File: src/rtl/pipe_ctrl_pkg.sv
// Shared state encodings and constants for the pipeline hazard controller.
package pipe_ctrl_pkg;

    typedef enum logic [1:0] {
        ST_RUN      = 2'd0,
        ST_MEM_WAIT = 2'd1,
        ST_HALT     = 2'd2,
        ST_RESUME   = 2'd3
    } ctrl_state_e;

    localparam logic [4:0] REG_ZERO  = 5'd0;
    localparam int         CNT_W_DEF = 32;

endpackage

File: src/rtl/pipeline_hazard_ctrl_if.sv
// Hazard inputs from the datapath and the control strobes / statistics returned to it.
interface pipeline_hazard_ctrl_if
    import pipe_ctrl_pkg::*;
#(
    parameter int CNT_W = CNT_W_DEF
);
    logic [4:0]       id_rs;
    logic [4:0]       id_rt;
    logic             id_uses_rs;
    logic             id_uses_rt;
    logic             ex_mem_read;
    logic [4:0]       ex_rd;
    logic             branch_taken;
    logic             jump_id;
    logic             mem_req;
    logic             halt_req;
    logic             resume;

    logic             pc_go;
    logic             if_id_go;
    logic             id_exe_go;
    logic             exe_mem_go;
    logic             mem_wb_go;
    logic             if_id_clear;
    logic             id_exe_clear;
    logic             exe_mem_clear;
    logic             mem_wb_clear;
    logic             halted;
    logic [CNT_W-1:0] stall_cnt;
    logic [CNT_W-1:0] flush_cnt;

    modport master (
        output id_rs, id_rt, id_uses_rs, id_uses_rt, ex_mem_read, ex_rd,
               branch_taken, jump_id, mem_req, halt_req, resume,
        input  pc_go, if_id_go, id_exe_go, exe_mem_go, mem_wb_go,
               if_id_clear, id_exe_clear, exe_mem_clear, mem_wb_clear,
               halted, stall_cnt, flush_cnt
    );

    modport slave (
        input  id_rs, id_rt, id_uses_rs, id_uses_rt, ex_mem_read, ex_rd,
               branch_taken, jump_id, mem_req, halt_req, resume,
        output pc_go, if_id_go, id_exe_go, exe_mem_go, mem_wb_go,
               if_id_clear, id_exe_clear, exe_mem_clear, mem_wb_clear,
               halted, stall_cnt, flush_cnt
    );

endinterface

File: src/rtl/sat_counter.sv
// Event counter that sticks at all-ones instead of wrapping.
module sat_counter #(
    parameter int CNT_W = 32
) (
    input  logic             clk,
    input  logic             rst_n,
    input  logic             inc,
    input  logic             clear,
    output logic [CNT_W-1:0] count
);
    localparam logic [CNT_W-1:0] CNT_MAX = {CNT_W{1'b1}};

    logic [CNT_W-1:0] count_r;

    // Saturating increment with synchronous clear
    always_ff @(posedge clk or negedge rst_n) begin
        if (!rst_n) begin
            count_r <= {CNT_W{1'b0}};
        end else if (clear) begin
            count_r <= {CNT_W{1'b0}};
        end else if (inc && (count_r != CNT_MAX)) begin
            count_r <= count_r + CNT_W'(1);
        end else begin
            count_r <= count_r;
        end
    end

    assign count = count_r;

endmodule

File: src/rtl/pipeline_hazard_ctrl.sv
// Pipeline sequencer: per-stage advance/bubble strobes from load-use, branch, jump,
// multi-cycle memory and syscall halt/resume events, plus stall/flush statistics.
module pipeline_hazard_ctrl
    import pipe_ctrl_pkg::*;
#(
    parameter int MEM_LAT = 2,
    parameter int CNT_W   = CNT_W_DEF
) (
    input  logic                  clk,
    input  logic                  rst_n,
    pipeline_hazard_ctrl_if.slave bus
);
    localparam int                WAIT_W    = (MEM_LAT > 1) ? $clog2(MEM_LAT) : 1;
    localparam logic              MEM_EN    = (MEM_LAT > 0);
    localparam logic [WAIT_W-1:0] WAIT_INIT = (MEM_LAT > 1) ? WAIT_W'(MEM_LAT - 1) : {WAIT_W{1'b0}};

    ctrl_state_e       state_r;
    ctrl_state_e       state_nxt_s;
    logic [WAIT_W-1:0] wait_cnt_r;
    logic [WAIT_W-1:0] wait_nxt_s;
    logic              rs_hit_s;
    logic              rt_hit_s;
    logic              load_use_s;
    logic [4:0]        go_s;      // {pc, if_id, id_exe, exe_mem, mem_wb}
    logic [3:0]        clr_s;     // {if_id, id_exe, exe_mem, mem_wb}
    logic              halted_s;
    logic              stall_inc_s;
    logic              flush_inc_s;
    logic [CNT_W-1:0]  stall_cnt_s;
    logic [CNT_W-1:0]  flush_cnt_s;

    assign rs_hit_s   = bus.id_uses_rs && (bus.id_rs == bus.ex_rd);
    assign rt_hit_s   = bus.id_uses_rt && (bus.id_rt == bus.ex_rd);
    assign load_use_s = bus.ex_mem_read && (bus.ex_rd != REG_ZERO) && (rs_hit_s || rt_hit_s);

    // Next-state, wait count and strobe decode
    always_comb begin
        state_nxt_s = state_r;
        wait_nxt_s  = wait_cnt_r;
        go_s        = 5'b11111;
        clr_s       = 4'b0000;
        halted_s    = 1'b0;
        stall_inc_s = 1'b0;
        flush_inc_s = 1'b0;
        case (state_r)
            ST_RUN, ST_RESUME: begin
                // RESUME masks halt_req and mem_req so the syscall can leave WB
                state_nxt_s = ST_RUN;
                if ((state_r == ST_RUN) && bus.halt_req) begin
                    go_s        = 5'b00000;
                    state_nxt_s = ST_HALT;
                end else if ((state_r == ST_RUN) && bus.mem_req && MEM_EN) begin
                    go_s        = 5'b00000;
                    state_nxt_s = ST_MEM_WAIT;
                    wait_nxt_s  = WAIT_INIT;
                    stall_inc_s = 1'b1;
                end else if (bus.branch_taken) begin
                    clr_s       = 4'b1100;
                    flush_inc_s = 1'b1;
                end else if (load_use_s) begin
                    go_s        = 5'b00111;
                    clr_s       = 4'b0100;
                    stall_inc_s = 1'b1;
                end else if (bus.jump_id) begin
                    clr_s       = 4'b1000;
                    flush_inc_s = 1'b1;
                end else begin
                    clr_s       = 4'b0000;
                end
            end
            ST_MEM_WAIT: begin
                if (wait_cnt_r != {WAIT_W{1'b0}}) begin
                    go_s        = 5'b00000;
                    wait_nxt_s  = wait_cnt_r - WAIT_W'(1);
                    stall_inc_s = 1'b1;
                end else begin
                    state_nxt_s = ST_RUN;
                end
            end
            ST_HALT: begin
                go_s     = 5'b00000;
                halted_s = 1'b1;
                if (bus.resume) begin
                    state_nxt_s = ST_RESUME;
                end else begin
                    state_nxt_s = ST_HALT;
                end
            end
            default: begin
                state_nxt_s = ST_RUN;
            end
        endcase
    end

    // State and memory wait counter
    always_ff @(posedge clk or negedge rst_n) begin
        if (!rst_n) begin
            state_r    <= ST_RUN;
            wait_cnt_r <= {WAIT_W{1'b0}};
        end else begin
            state_r    <= state_nxt_s;
            wait_cnt_r <= wait_nxt_s;
        end
    end

    sat_counter #(.CNT_W(CNT_W)) u_stall_cnt (
        .clk   (clk),
        .rst_n (rst_n),
        .inc   (stall_inc_s),
        .clear (1'b0),
        .count (stall_cnt_s)
    );

    sat_counter #(.CNT_W(CNT_W)) u_flush_cnt (
        .clk   (clk),
        .rst_n (rst_n),
        .inc   (flush_inc_s),
        .clear (1'b0),
        .count (flush_cnt_s)
    );

    // In reset the PC holds while every pipeline register loads a bubble
    assign bus.pc_go         = rst_n ? go_s[4]  : 1'b0;
    assign bus.if_id_go      = rst_n ? go_s[3]  : 1'b1;
    assign bus.id_exe_go     = rst_n ? go_s[2]  : 1'b1;
    assign bus.exe_mem_go    = rst_n ? go_s[1]  : 1'b1;
    assign bus.mem_wb_go     = rst_n ? go_s[0]  : 1'b1;
    assign bus.if_id_clear   = rst_n ? clr_s[3] : 1'b1;
    assign bus.id_exe_clear  = rst_n ? clr_s[2] : 1'b1;
    assign bus.exe_mem_clear = rst_n ? clr_s[1] : 1'b1;
    assign bus.mem_wb_clear  = rst_n ? clr_s[0] : 1'b1;
    assign bus.halted        = rst_n & halted_s;
    assign bus.stall_cnt     = stall_cnt_s;
    assign bus.flush_cnt     = flush_cnt_s;

endmodule
File: src/flat_wrapper.sv
// flat-port wrapper written by rule: the top's interface ports become plain ports
module pipeline_hazard_ctrl_flat import pipe_ctrl_pkg::*;
#(
    parameter int MEM_LAT = 2,
    parameter int CNT_W   = CNT_W_DEF
)
  (clk, rst_n, bus_id_rs, bus_id_rt, bus_id_uses_rs, bus_id_uses_rt, bus_ex_mem_read, bus_ex_rd, bus_branch_taken, bus_jump_id, bus_mem_req, bus_halt_req, bus_resume, bus_pc_go, bus_if_id_go, bus_id_exe_go, bus_exe_mem_go, bus_mem_wb_go, bus_if_id_clear, bus_id_exe_clear, bus_exe_mem_clear, bus_mem_wb_clear, bus_halted, bus_stall_cnt, bus_flush_cnt);
  pipeline_hazard_ctrl_if #(.CNT_W(CNT_W)) bus_i ();
  input  logic clk;
  input  logic rst_n;
  input wire logic [$bits(bus_i.id_rs)-1:0] bus_id_rs;
  input wire logic [$bits(bus_i.id_rt)-1:0] bus_id_rt;
  input wire logic [$bits(bus_i.id_uses_rs)-1:0] bus_id_uses_rs;
  input wire logic [$bits(bus_i.id_uses_rt)-1:0] bus_id_uses_rt;
  input wire logic [$bits(bus_i.ex_mem_read)-1:0] bus_ex_mem_read;
  input wire logic [$bits(bus_i.ex_rd)-1:0] bus_ex_rd;
  input wire logic [$bits(bus_i.branch_taken)-1:0] bus_branch_taken;
  input wire logic [$bits(bus_i.jump_id)-1:0] bus_jump_id;
  input wire logic [$bits(bus_i.mem_req)-1:0] bus_mem_req;
  input wire logic [$bits(bus_i.halt_req)-1:0] bus_halt_req;
  input wire logic [$bits(bus_i.resume)-1:0] bus_resume;
  output wire logic [$bits(bus_i.pc_go)-1:0] bus_pc_go;
  output wire logic [$bits(bus_i.if_id_go)-1:0] bus_if_id_go;
  output wire logic [$bits(bus_i.id_exe_go)-1:0] bus_id_exe_go;
  output wire logic [$bits(bus_i.exe_mem_go)-1:0] bus_exe_mem_go;
  output wire logic [$bits(bus_i.mem_wb_go)-1:0] bus_mem_wb_go;
  output wire logic [$bits(bus_i.if_id_clear)-1:0] bus_if_id_clear;
  output wire logic [$bits(bus_i.id_exe_clear)-1:0] bus_id_exe_clear;
  output wire logic [$bits(bus_i.exe_mem_clear)-1:0] bus_exe_mem_clear;
  output wire logic [$bits(bus_i.mem_wb_clear)-1:0] bus_mem_wb_clear;
  output wire logic [$bits(bus_i.halted)-1:0] bus_halted;
  output wire logic [$bits(bus_i.stall_cnt)-1:0] bus_stall_cnt;
  output wire logic [$bits(bus_i.flush_cnt)-1:0] bus_flush_cnt;
  assign bus_i.id_rs = bus_id_rs;
  assign bus_i.id_rt = bus_id_rt;
  assign bus_i.id_uses_rs = bus_id_uses_rs;
  assign bus_i.id_uses_rt = bus_id_uses_rt;
  assign bus_i.ex_mem_read = bus_ex_mem_read;
  assign bus_i.ex_rd = bus_ex_rd;
  assign bus_i.branch_taken = bus_branch_taken;
  assign bus_i.jump_id = bus_jump_id;
  assign bus_i.mem_req = bus_mem_req;
  assign bus_i.halt_req = bus_halt_req;
  assign bus_i.resume = bus_resume;
  assign bus_pc_go = bus_i.pc_go;
  assign bus_if_id_go = bus_i.if_id_go;
  assign bus_id_exe_go = bus_i.id_exe_go;
  assign bus_exe_mem_go = bus_i.exe_mem_go;
  assign bus_mem_wb_go = bus_i.mem_wb_go;
  assign bus_if_id_clear = bus_i.if_id_clear;
  assign bus_id_exe_clear = bus_i.id_exe_clear;
  assign bus_exe_mem_clear = bus_i.exe_mem_clear;
  assign bus_mem_wb_clear = bus_i.mem_wb_clear;
  assign bus_halted = bus_i.halted;
  assign bus_stall_cnt = bus_i.stall_cnt;
  assign bus_flush_cnt = bus_i.flush_cnt;
  pipeline_hazard_ctrl #(.MEM_LAT(MEM_LAT), .CNT_W(CNT_W)) u_core (.clk(clk), .rst_n(rst_n), .bus(bus_i));
endmodule
File: config.mk
export PLATFORM = sky130hd
export DESIGN_NAME = pipeline_hazard_ctrl_flat
export DESIGN_NICKNAME = d
export VERILOG_FILES = /design/src/rtl/pipe_ctrl_pkg.sv /design/src/rtl/pipeline_hazard_ctrl_if.sv /design/src/rtl/sat_counter.sv /design/src/rtl/pipeline_hazard_ctrl.sv /design/src/flat_wrapper.sv
export SDC_FILE = /design/constraint.sdc
export NUM_CORES = 1
export LEC_CHECK = 0
export CAP_MARGIN = 20
export CORE_ASPECT_RATIO = 0.5
export CORE_MARGIN = 2
export CORE_UTILIZATION = 51
export DETAILED_ROUTE_END_ITERATION = 6
export PLACE_DENSITY_LB_ADDON = 0.25
export SLEW_MARGIN = 5
export SYNTH_ARGS = -nofsm -noshare
export SYNTH_HDL_FRONTEND = slang
export SYNTH_HIERARCHICAL = 1
export SYNTH_SLANG_ARGS = --single-unit
File: constraint.sdc
create_clock -name clk -period 3.6 [get_ports clk]
set_clock_uncertainty 0.05 [all_clocks]
set_input_delay 1.08 -clock clk [delete_from_list [all_inputs] [get_ports clk]]
set_output_delay 1.08 -clock clk [all_outputs]
set_load 0.03 [all_outputs]
; ---- Word level (Yosys, flattened, before mapping)
; Cells that the tools add are included.
; Widths: inputs -> output; s select.
[totals]
ramBits = 0
latch_bits = 0
elab_cells = 75
memories = 0
rom_bits = 0
output_inout_bits = 74
register_bits = 67
[classes]
n_reduce_logical = 14
n_mul = 0
n_shift = 0
n_eq_ne = 10
n_addsub = 3
div = 0
magnitude_cmp = 0
n_bitwise = 1
n_mux = 43
[ops]
columns = operator, n
row1 = $add 32x1->32 const B, 2
row2 = $ne 32x32->1 const B, 2
row3 = $mux 1, 26
row4 = $mux 5, 5
row5 = $mux 4, 6
row6 = $pmux 5 s3, 1
row7 = $eq 5x5->1, 2
row8 = $logic_and 1x1->1, 8
row9 = $pmux 2 s3, 1
row10 = $reduce_bool 5->1, 1
row11 = $eq 2x2->1 const B, 2
row12 = $mux 2, 2
row13 = $ne 2x2->1 const B, 2
row14 = $pmux 1 s2, 2
row15 = $reduce_and 3->1, 1
row16 = $eq 2x1->1 const B, 1
row17 = $logic_not 2->1, 1
row18 = $ne 2x1->1 const B, 1
row19 = $reduce_bool 2->1, 1
row20 = $reduce_or 2->1, 1
row21 = $and 1x1->1, 1
row22 = $logic_or 1x1->1, 1
row23 = $sub 1x1->1 const B, 1

; ---- Depth between registers and ports, before layout
[depth]
depth_word = 10
depth_mapped = 13
mapped_depth_nobuf = 11

; ---- Cells and area by module
; Netlist, hierarchy kept.
[modules_own_cells]
columns = mod, area_per_inst_um2, seq_area_each_um2, n_inst, cells_per_inst
row1 = sat_counter, 1854.3, 800.8, 2, 198
row2 = pipeline_hazard_ctrl, 506.7, 75.1, 1, 71

; ---- Worst setup path after synthesis
; No wires, ideal clock.
[synth_timing]
path_type = input-to-output
start = input port bus_ex_rd[0]
end = output port bus_pc_go
setup_slack_ns = 0.101
t_required_ns = 2.470
arrival_time_ns = 2.369
stages = 4
cell_sequence = or4_4 -> o21ai_4 -> nor3_1 -> a21oi_1
[synth_via]
elab_chain_cells = 10
[synth_lines]
columns = element, line
row1 = start: declaration, flat_wrapper.sv:16  ; input wire logic [$bits(bus_i.ex_rd)-1:0] bus_ex_rd;
row2 = $eq 5x5->1 (on tied branches), "pipeline_hazard_ctrl.sv:32, pipeline_hazard_ctrl.sv:33"
row3 = $logic_and 1x1->1 (on tied branches), "pipeline_hazard_ctrl.sv:32, pipeline_hazard_ctrl.sv:33"
row4 = $logic_or 1x1->1, pipeline_hazard_ctrl.sv:34  ; assign load_use_s = bus.ex_mem_read && (bus.ex_rd != REG_ZERO) && (rs_hit_s || rt_hit_s);
row5 = $logic_and 1x1->1 (*), pipeline_hazard_ctrl.sv:34
row6 = $mux 5 (*), pipeline_hazard_ctrl.sv:60  ; end else if (load_use_s) begin
row7 = $mux 5 (*), pipeline_hazard_ctrl.sv:57  ; end else if (bus.branch_taken) begin
row8 = $mux 5 (*), pipeline_hazard_ctrl.sv:52  ; end else if ((state_r == ST_RUN) && bus.mem_req && MEM_EN) begin
row9 = $mux 5 (*), pipeline_hazard_ctrl.sv:49  ; if ((state_r == ST_RUN) && bus.halt_req) begin
row10 = $pmux 5 s3 (*), pipeline_hazard_ctrl.sv:45  ; case (state_r)
row11 = $mux 1 (*), pipeline_hazard_ctrl.sv:123  ; assign bus.pc_go = rst_n ? go_s[4] : 1'b0;
row12 = end: declaration, flat_wrapper.sv:22  ; output wire logic [$bits(bus_i.pc_go)-1:0] bus_pc_go;
; Mark *: on every way between the ends. The rest lies on a longest branch, timed or not.

; ---- Worst setup path after layout
[layout_timing]
start = input port bus_ex_mem_read
end = register u_core.u_stall_cnt.count_r[15] (netlist: u_core/u_stall_cnt/count[15])
[layout_via]
elab_chain_cells = 8
[layout_lines]
columns = element, line
row1 = start: declaration, flat_wrapper.sv:15  ; input wire logic [$bits(bus_i.ex_mem_read)-1:0] bus_ex_mem_read;
row2 = $logic_and 1x1->1 (2 in a row), pipeline_hazard_ctrl.sv:34
row3 = $mux 1, pipeline_hazard_ctrl.sv:60
row4 = $mux 1, pipeline_hazard_ctrl.sv:57
row5 = $mux 1, pipeline_hazard_ctrl.sv:52
row6 = $mux 1, pipeline_hazard_ctrl.sv:49
row7 = $pmux 1 s2, pipeline_hazard_ctrl.sv:45
row8 = via u_core.stall_inc_s, pipeline_hazard_ctrl.sv:27  ; logic stall_inc_s;
row9 = $logic_and 1x1->1, sat_counter.sv:21  ; end else if (inc && (count_r != CNT_MAX)) begin
row10 = end signal: assignment, sat_counter.sv:20  ; count_r <= {CNT_W{1'b0}};
row11 = end signal: assignment, sat_counter.sv:22  ; count_r <= count_r + CNT_W'(1);
row12 = end signal: assignment, sat_counter.sv:24  ; count_r <= count_r;
row13 = end: declaration, sat_counter.sv:13  ; logic [CNT_W-1:0] count_r;
; The timed path passes the listed nets, and every way through them passes these cells.
; A chain may end at the register's enable or synchronous reset.

==> impl_metrics.json <==
{
  "status": "completed",
  "reg2reg_from": "u_core/state_r[0]",
  "synth.area.mux_share_pct": 3.86,
  "use_met3_pct": 5.33,
  "grt.busiest_layer": "met2",
  "utilization_pct": 72.6,
  "drt-wirelength-per-cell_um": 15.4,
  "total_power_mw": 2.32,
  "maxCapViolations": 0,
  "hold_path.class": "flip-flop to flip-flop",
  "cellLeakagePower_nw": 2.37,
  "stdcell_count": 709,
  "first_global_vias": 3798,
  "synth_compound_area_share_pct": 13.7,
  "ys_seq_area_share_pct": 39.8,
  "dpl.hpwl_um": 7710,
  "fin_area_mm2": 0.00581,
  "detailroute.via_count": 3988,
  "rr_endpoint": "u_core/u_flush_cnt/count[29]",
  "worstSkewPairLatency_ns": 0.33,
  "dieArea_mm2": 0.00905,
  "synth-simple-area-share_pct": 29.9,
  "arrival_ns": 3.76,
  "fin_nets": 624,
  "drt_pass1_iterations": 4,
  "grt_pass1_wl_um": 17900,
  "synth-seq-cells": 67,
  "clock_sinks": 67,
  "grtUsageTotal_pct": 24.7,
  "drtIter0Drc": 255,
  "worstSetupStartpoint": "bus_ex_mem_read",
  "routabilityCongestion": 0.790,
  "cp_common_cell": "buf_4",
  "area_growth_pct": 37.8,
  "antennaDiodeCount": 0,
  "hold_viol": 0,
  "drive_gt1_share_pct": 16.1,
  "root_buffer": "clkbuf_16",
  "yosys.cell_types.count": 53,
  "setup.worst_path.end_class": "flip-flop",
  "clockBufferDepth": 2,
  "most-common-layout-cells": "clkdlybuf4s50_1 (78), dfrtp_1 (67), nor2_1 (58), nand2_1 (30)",
  "final_common_cell": "clkdlybuf4s50_1",
  "setup_viol": 0,
  "synth_edf_count": 0,
  "placed_area_mm2": 0.00548,
  "required_ns": 3.80,
  "period_minus_slack_ns": 3.55,
  "routed_wl_um": 10900,
  "cp_slowest_cell": "clkdlybuf4s50_1",
  "rrSetupSlack_ns": 0.51,
  "cts_tree": "done",
  "numPortBuffers": 98,
  "syn_avg_cell_area_um2": 9.03,
  "initial_core_util_pct": 52.7,
  "dp.cells": 693,
  "use_met2_pct": 46.5,
  "row_count": 23,
  "yosysTopAreaCellShare_pct": 39.8,
  "ir_worst_vdd_mv": 0.243,
  "grt-ovfl-total": 0,
  "netlist_area_mm2": 0.00422,
  "viasPerCell": 5.62,
  "synth_top_family_by_area": "simple AND/OR/NAND/NOR gates",
  "ant_nets": 0,
  "worst_slew_pin_slew_ns": 0.716,
  "path_clk_slew_ns": 0.06,
  "cts_buffers": 9,
  "cts_hold_buf": 0,
  "fp.dieH_um": 68.3,
  "ys_warn_count": 6,
  "synth-adder-area-share_pct": 1.48,
  "die_w_um": 133,
  "grt_max_degree": 58,
  "slowest_delay_ns": 0.53,
  "antenna_found_initial": 0,
  "use_met1_pct": 29.3,
  "htree_levels": 3,
  "syn-instance-count": 467,
  "max_freq_mhz": 281,
  "post_synth_xor_area_fraction_pct": 7.48,
  "place_ws_ns": -0.683,
  "synthTopCellsByArea": "dfrtp_1 (40%), xnor2_1 (6.2%), nor2_1 (5.2%)",
  "ios": 99,
  "core_mm2": 0.00800,
  "criticalPathCategory": "primary input to flip-flop",
  "async_reset_ff_share_pct": 100,
  "tns_ns": 0,
  "drc": 0,
  "synthFlopType": "dfrtp_1",
  "cp-start-kind": "primary input",
  "slew_headroom_pct": 51.8,
  "yosys.area.top_type": "dfrtp_1",
  "worstPathCellList": "clkdlybuf4s50_1 -> o21ai_4 -> buf_6 -> nor4b_1 -> o2bb2ai_2 -> and3_1 -> nand4_1 -> a21o_1 -> buf_4 -> buf_4 -> or3_1 -> a21oi_1",
  "fin_crit_sh_pct": 98.7,
  "crit_end": "u_core/u_stall_cnt/count[15]",
  "hold_slack_ns": 0.538,
  "cp_max_fo": 7,
  "slew_violations": 0,
  "fin_ws_ns": 0.0464,
  "cellPowerDensity_mw_per_mm2": 400,
  "rr_worst_depth": 12
}
==> layer usage <==
metal  vias up  share of wire (%)  routed length (µm)
met5         -                  0                   0
met4         0                1.3                 142
met3        17                4.2                 459
met2        91                 50                5450
met1      1950                 44                4840
li1       1930                  -                   -
==> sequential cells by signal (all words and copies together) (netlist names) <==
signal	cells
u_core/u_flush_cnt/count	32
u_core/state_r	2
u_core/u_stall_cnt/count	32
u_core/wait_cnt_r	1
==> critical path: cells and delay by family <==
kind            cells  cell delay [ns]
simple gates        4             1.04
buf+inv             4             0.99
compound gates      4             0.65
==> power by group <==
part           internal (mW)  leakage (nW)  switching, mW  total, mW
registers              0.782         0.929         0.0331      0.815
logic                  0.326          1.31          0.378      0.704
clock network          0.495         0.131          0.311      0.805
==> kinds of logic (layout without fill, tap and decap cells) <==
logic type	Yosys count	after routing
compound gates	85	85
mux	14	14
other cells	1	8
simple gates	224	224
fa+ha+maj	5	5
buf+inv	35	158
xor+xnor	36	36
flops	67	67
==> area by class of cell <==
type | count | area (µm²)
well taps | 112 | 140
multi-input cells | 372 | 2450
inverters | 17 | 63.8
fillers | 650 | 2190
clock inverters | 2 | 12.5
flip-flops and latches | 67 | 1680
clock buffers | 12 | 256
repair buffers | 127 | 1210
==> what timing repair did <==
item | in CTS | in global routing
setup buffers | 2 | 0
setup endpoints to repair | 25 | 16
pin swaps | 5 | 12
resized for setup | 29 | 10
==> Yosys cell counts (all sizes together) (4+ instances only) <==
| master | n |
|---|---|
| nand2b | 5 |
| a21oi | 28 |
| clkbuf | 8 |
| xnor2 | 30 |
| a211oi | 10 |
| and3 | 16 |
| dfrtp | 67 |
| a31o | 4 |
| xor2 | 6 |
| o31ai | 6 |
| mux2 | 12 |
| nor4 | 14 |
| a21o | 6 |
| nand3 | 26 |
| buf | 10 |
| nand2 | 30 |
| a31oi | 5 |
| inv | 17 |
| o21ai | 16 |
| or4 | 7 |
| nor2b | 13 |
| and2 | 7 |
| nand4 | 16 |
| nor3 | 12 |
| nor2 | 58 |
| ha | 5 |
| or3 | 10 |
==> worst min path at each step <==
stage / from / to / slack (ns) / cells after the start
after floorplan: u_core/state_r[0] / u_core/state_r[0] / 0.47 / 2
after global placement: u_core/state_r[0] / u_core/state_r[0] / 0.51 / 2
after detailed placement: u_core/state_r[0] / u_core/state_r[0] / 0.52 / 2
after CTS: u_core/state_r[0] / u_core/state_r[0] / 0.53 / 2
after global routing: u_core/state_r[0] / u_core/state_r[0] / 0.56 / 2
final: u_core/state_r[0] / u_core/state_r[0] / 0.54 / 2
(Power assumes the default switching activity.)
==> patch, RTL diff (config.mk and constraints unchanged) <==
Make the reset (`rst_n`) synchronous in 2 clocked blocks.
--- a/src/rtl/sat_counter.sv
+++ b/src/rtl/sat_counter.sv
@@ -14,5 +14,5 @@
 
     // Saturating increment with synchronous clear
-    always_ff @(posedge clk or negedge rst_n) begin
+    always_ff @(posedge clk) begin
         if (!rst_n) begin
             count_r <= {CNT_W{1'b0}};
--- a/src/rtl/pipeline_hazard_ctrl.sv
+++ b/src/rtl/pipeline_hazard_ctrl.sv
@@ -94,5 +94,5 @@
 
     // State and memory wait counter
-    always_ff @(posedge clk or negedge rst_n) begin
+    always_ff @(posedge clk) begin
         if (!rst_n) begin
             state_r    <= ST_RUN;
Behaviour: differs if rst_n is asserted again (counterexample within 4 cycles, from zero or initial values and one cycle with rst_n low); with rst_n held inactive, the same outputs for 10 cycles.
==> patch against the unedited design <==
Sequential share of layout area down 4.0 points; die area fell by 8.5%; sequential cell count is the same; routed wire length decreased by 3.4%; critical path depth decreased by 6; area after synthesis decreased by 8.9%; setup slack worse by 0.014 ns; clock power up 11%; combinational power down 23%; total power shrank 5.2%; final cell count decreased by 1.8%; highest routed layer unchanged; maximum frequency fell by 0.38%; design area fell by 7.0%; count of clock-buffer cells in the layout unchanged.
==> patch: results (changes against the unedited design) <==
| Metric | Value |
|---|---|
| Share of synthesized flip-flops with an asynchronous set or reset | `0% (-100 points)` |
| RePlAce Congestion | `0.857 (+8.4%)` |
| Count of input and output buffers | `98 (unchanged)` |
| Most common library cells after synthesis | `67 x sky130_fd_sc_hd__dfxtp_1, 41 x sky130_fd_sc_hd__nor2_1, 40 x sky130_fd_sc_hd__a21oi_1` |
| Antenna cell count | `0 (unchanged)` |
| Worst endpoint data arrival time | `2.44 ns (-1.32 ns)` |
| Layout cells sized above 1 | `15.3% (-0.75 points)` |
| Clock transition at the registers of the reported paths | `0.05 ns` |
| Cell Count Post-Placement | `677 (-2.3%)` |
| Static leakage | `0.00185 uW (-22%)` |
| Global-route total usage across every layer | `25.4% (+0.75 points)` |
| Headroom to the max-slew limit | `57.1% (+5.3 points)` |
| Yosys warning total | `6 (unchanged)` |
| Mean post-synth cell area | `8.13 um2 (-9.9%)` |
| Sequential element share of the synthesized area | `34.9% (-4.8 points)` |
| Post-route DRC | `0 (unchanged)` |
| Placed Instance Area | `5050 um2 (-7.8%)` |
| Number of buffers added to fix hold violations after cts | `0 (unchanged)` |
| Layout Cells excl Fill | `696 (-1.8%)` |
| FILL cells | `590 (-9.2%)` |
| Highest ir drop seen on vdd | `0.223 mV (-8.3%)` |
| Maximum number of pins on one net before global-route repair | `21 (-64%)` |
| Post-synth cell types | `63 (+19%)` |
| Ranking of synthesized cells by area | `sky130_fd_sc_hd__dfxtp_1 35%, sky130_fd_sc_hd__xnor2_1 6.8%, sky130_fd_sc_hd__a21oi_1 5.2%` |
| Via count of the first global-routing pass | `3,710 (-2.3%)` |
| Post-DP HPWL | `7510 um (-2.7%)` |
| Class of the most critical hold timing path | `reg2reg` |
| Clock latency reported for the late side of the worst-skew pair | `0.34 ns` |
| Wirelength, routed | `10,500 um (-3.4%)` |
| Root buffer cell | `sky130_fd_sc_hd__clkbuf_16` |
| Number of violations reported at the end of detailed-routing iteration 0 | `275 (+7.8%)` |
| Max clock buf depth | `2 (unchanged)` |
| H-tree depth reported by CTS | `3 (unchanged)` |
| Net total in the final layout | `627 (+0.48%)` |
| Status | `completed` |
| Number of antenna violations at the first check in global routing | `0 (unchanged)` |
| Detailed-route via count | `4,040 (+1.3%)` |
| Crit Path Max Fanout | `3 (-4)` |
| Prevailing post-synth register cell | `sky130_fd_sc_hd__dfxtp_1` |
| Wire length of the first global-routing pass | `17,000 um (-5.5%)` |
## patch: worst paths after layout
kind | to | cells past startpoint | slack [ns] | startpoint
max reg2reg | u_core/u_stall_cnt/count[21] | 10 | 0.63 | u_core/state_r[0]
max | bus_id_exe_clear | 6 | 0.03 | bus_halt_req
min reg2reg | u_core/state_r[1] | 2 | 0.43 | u_core/state_r[1]
min | u_core/state_r[1] | 2 | 0.43 | u_core/state_r[1]
## patch: logic make-up after synthesis
kind of cell / synth area share, %
AO/OA/AOI/OAI: 18.4
buffers and inverters: 4.07
flip-flops: 34.9
other: 0.0977
multiplexers: 1.04
XOR/XNOR: 7.30
adder cells (fa/ha/maj): 1.63
AND/OR/NAND/NOR: 32.5
## patch: power breakdown
part           switching [uW]  leakage [uW]  internal [uW]
sequential               12.8      0.000540            756
combinational             301       0.00116            241
clock                     308      0.000151            583
total                     622       0.00185           1580
## patch: layout make-up
class	instances	area [um2]	area share (%)
clock buffers	12	267	4.93
clock inverters	2	35.0	0.648
inverters	11	41.3	0.764
multi-input cells	375	2390	44.2
flip-flops and latches	67	1340	24.8
well taps	96	120	2.22
repair buffers	133	1210	22.4
## patch: per-stage QoR
stage | setup WS (ns) | utilization (%) | hold slack (ns)
2_1_floorplan | 0.0515 | - | 0.399
3_3_place_gp | -0.239 | 69.0 | 0.413
3_5_place_dp | -0.316 | 69.0 | 0.426
4_1_cts | -0.00940 | 73.6 | 0.432
5_1_grt | 0.00234 | 73.8 | 0.455
6_report | 0.0327 | 73.8 | 0.432
## patch: metal layers
metal / global-route usage [%] / vias up / part of all wire (%)
met5: 0 / - / 0
met4: 9.20 / 0 / 1.4
met3: 6.76 / 15 / 5.6
met2: 45.9 / 111 / 51
met1: 29.6 / 1918 / 42
li1: - / 1996 / -
## patch: worst max-delay path: stages
cell and delay [ns]:
sky130_fd_sc_hd__clkdlybuf4s50_1 0.43, sky130_fd_sc_hd__a21o_1 0.19, sky130_fd_sc_hd__buf_4 0.14, sky130_fd_sc_hd__nand2b_4 0.15, sky130_fd_sc_hd__o311ai_1 0.23, sky130_fd_sc_hd__buf_4 0.21
## patch: repair_timing
action,CTS,global route
pin swaps,16,10
resized for setup,24,10
buffers inserted,3,2
setup endpoints to repair,4,4
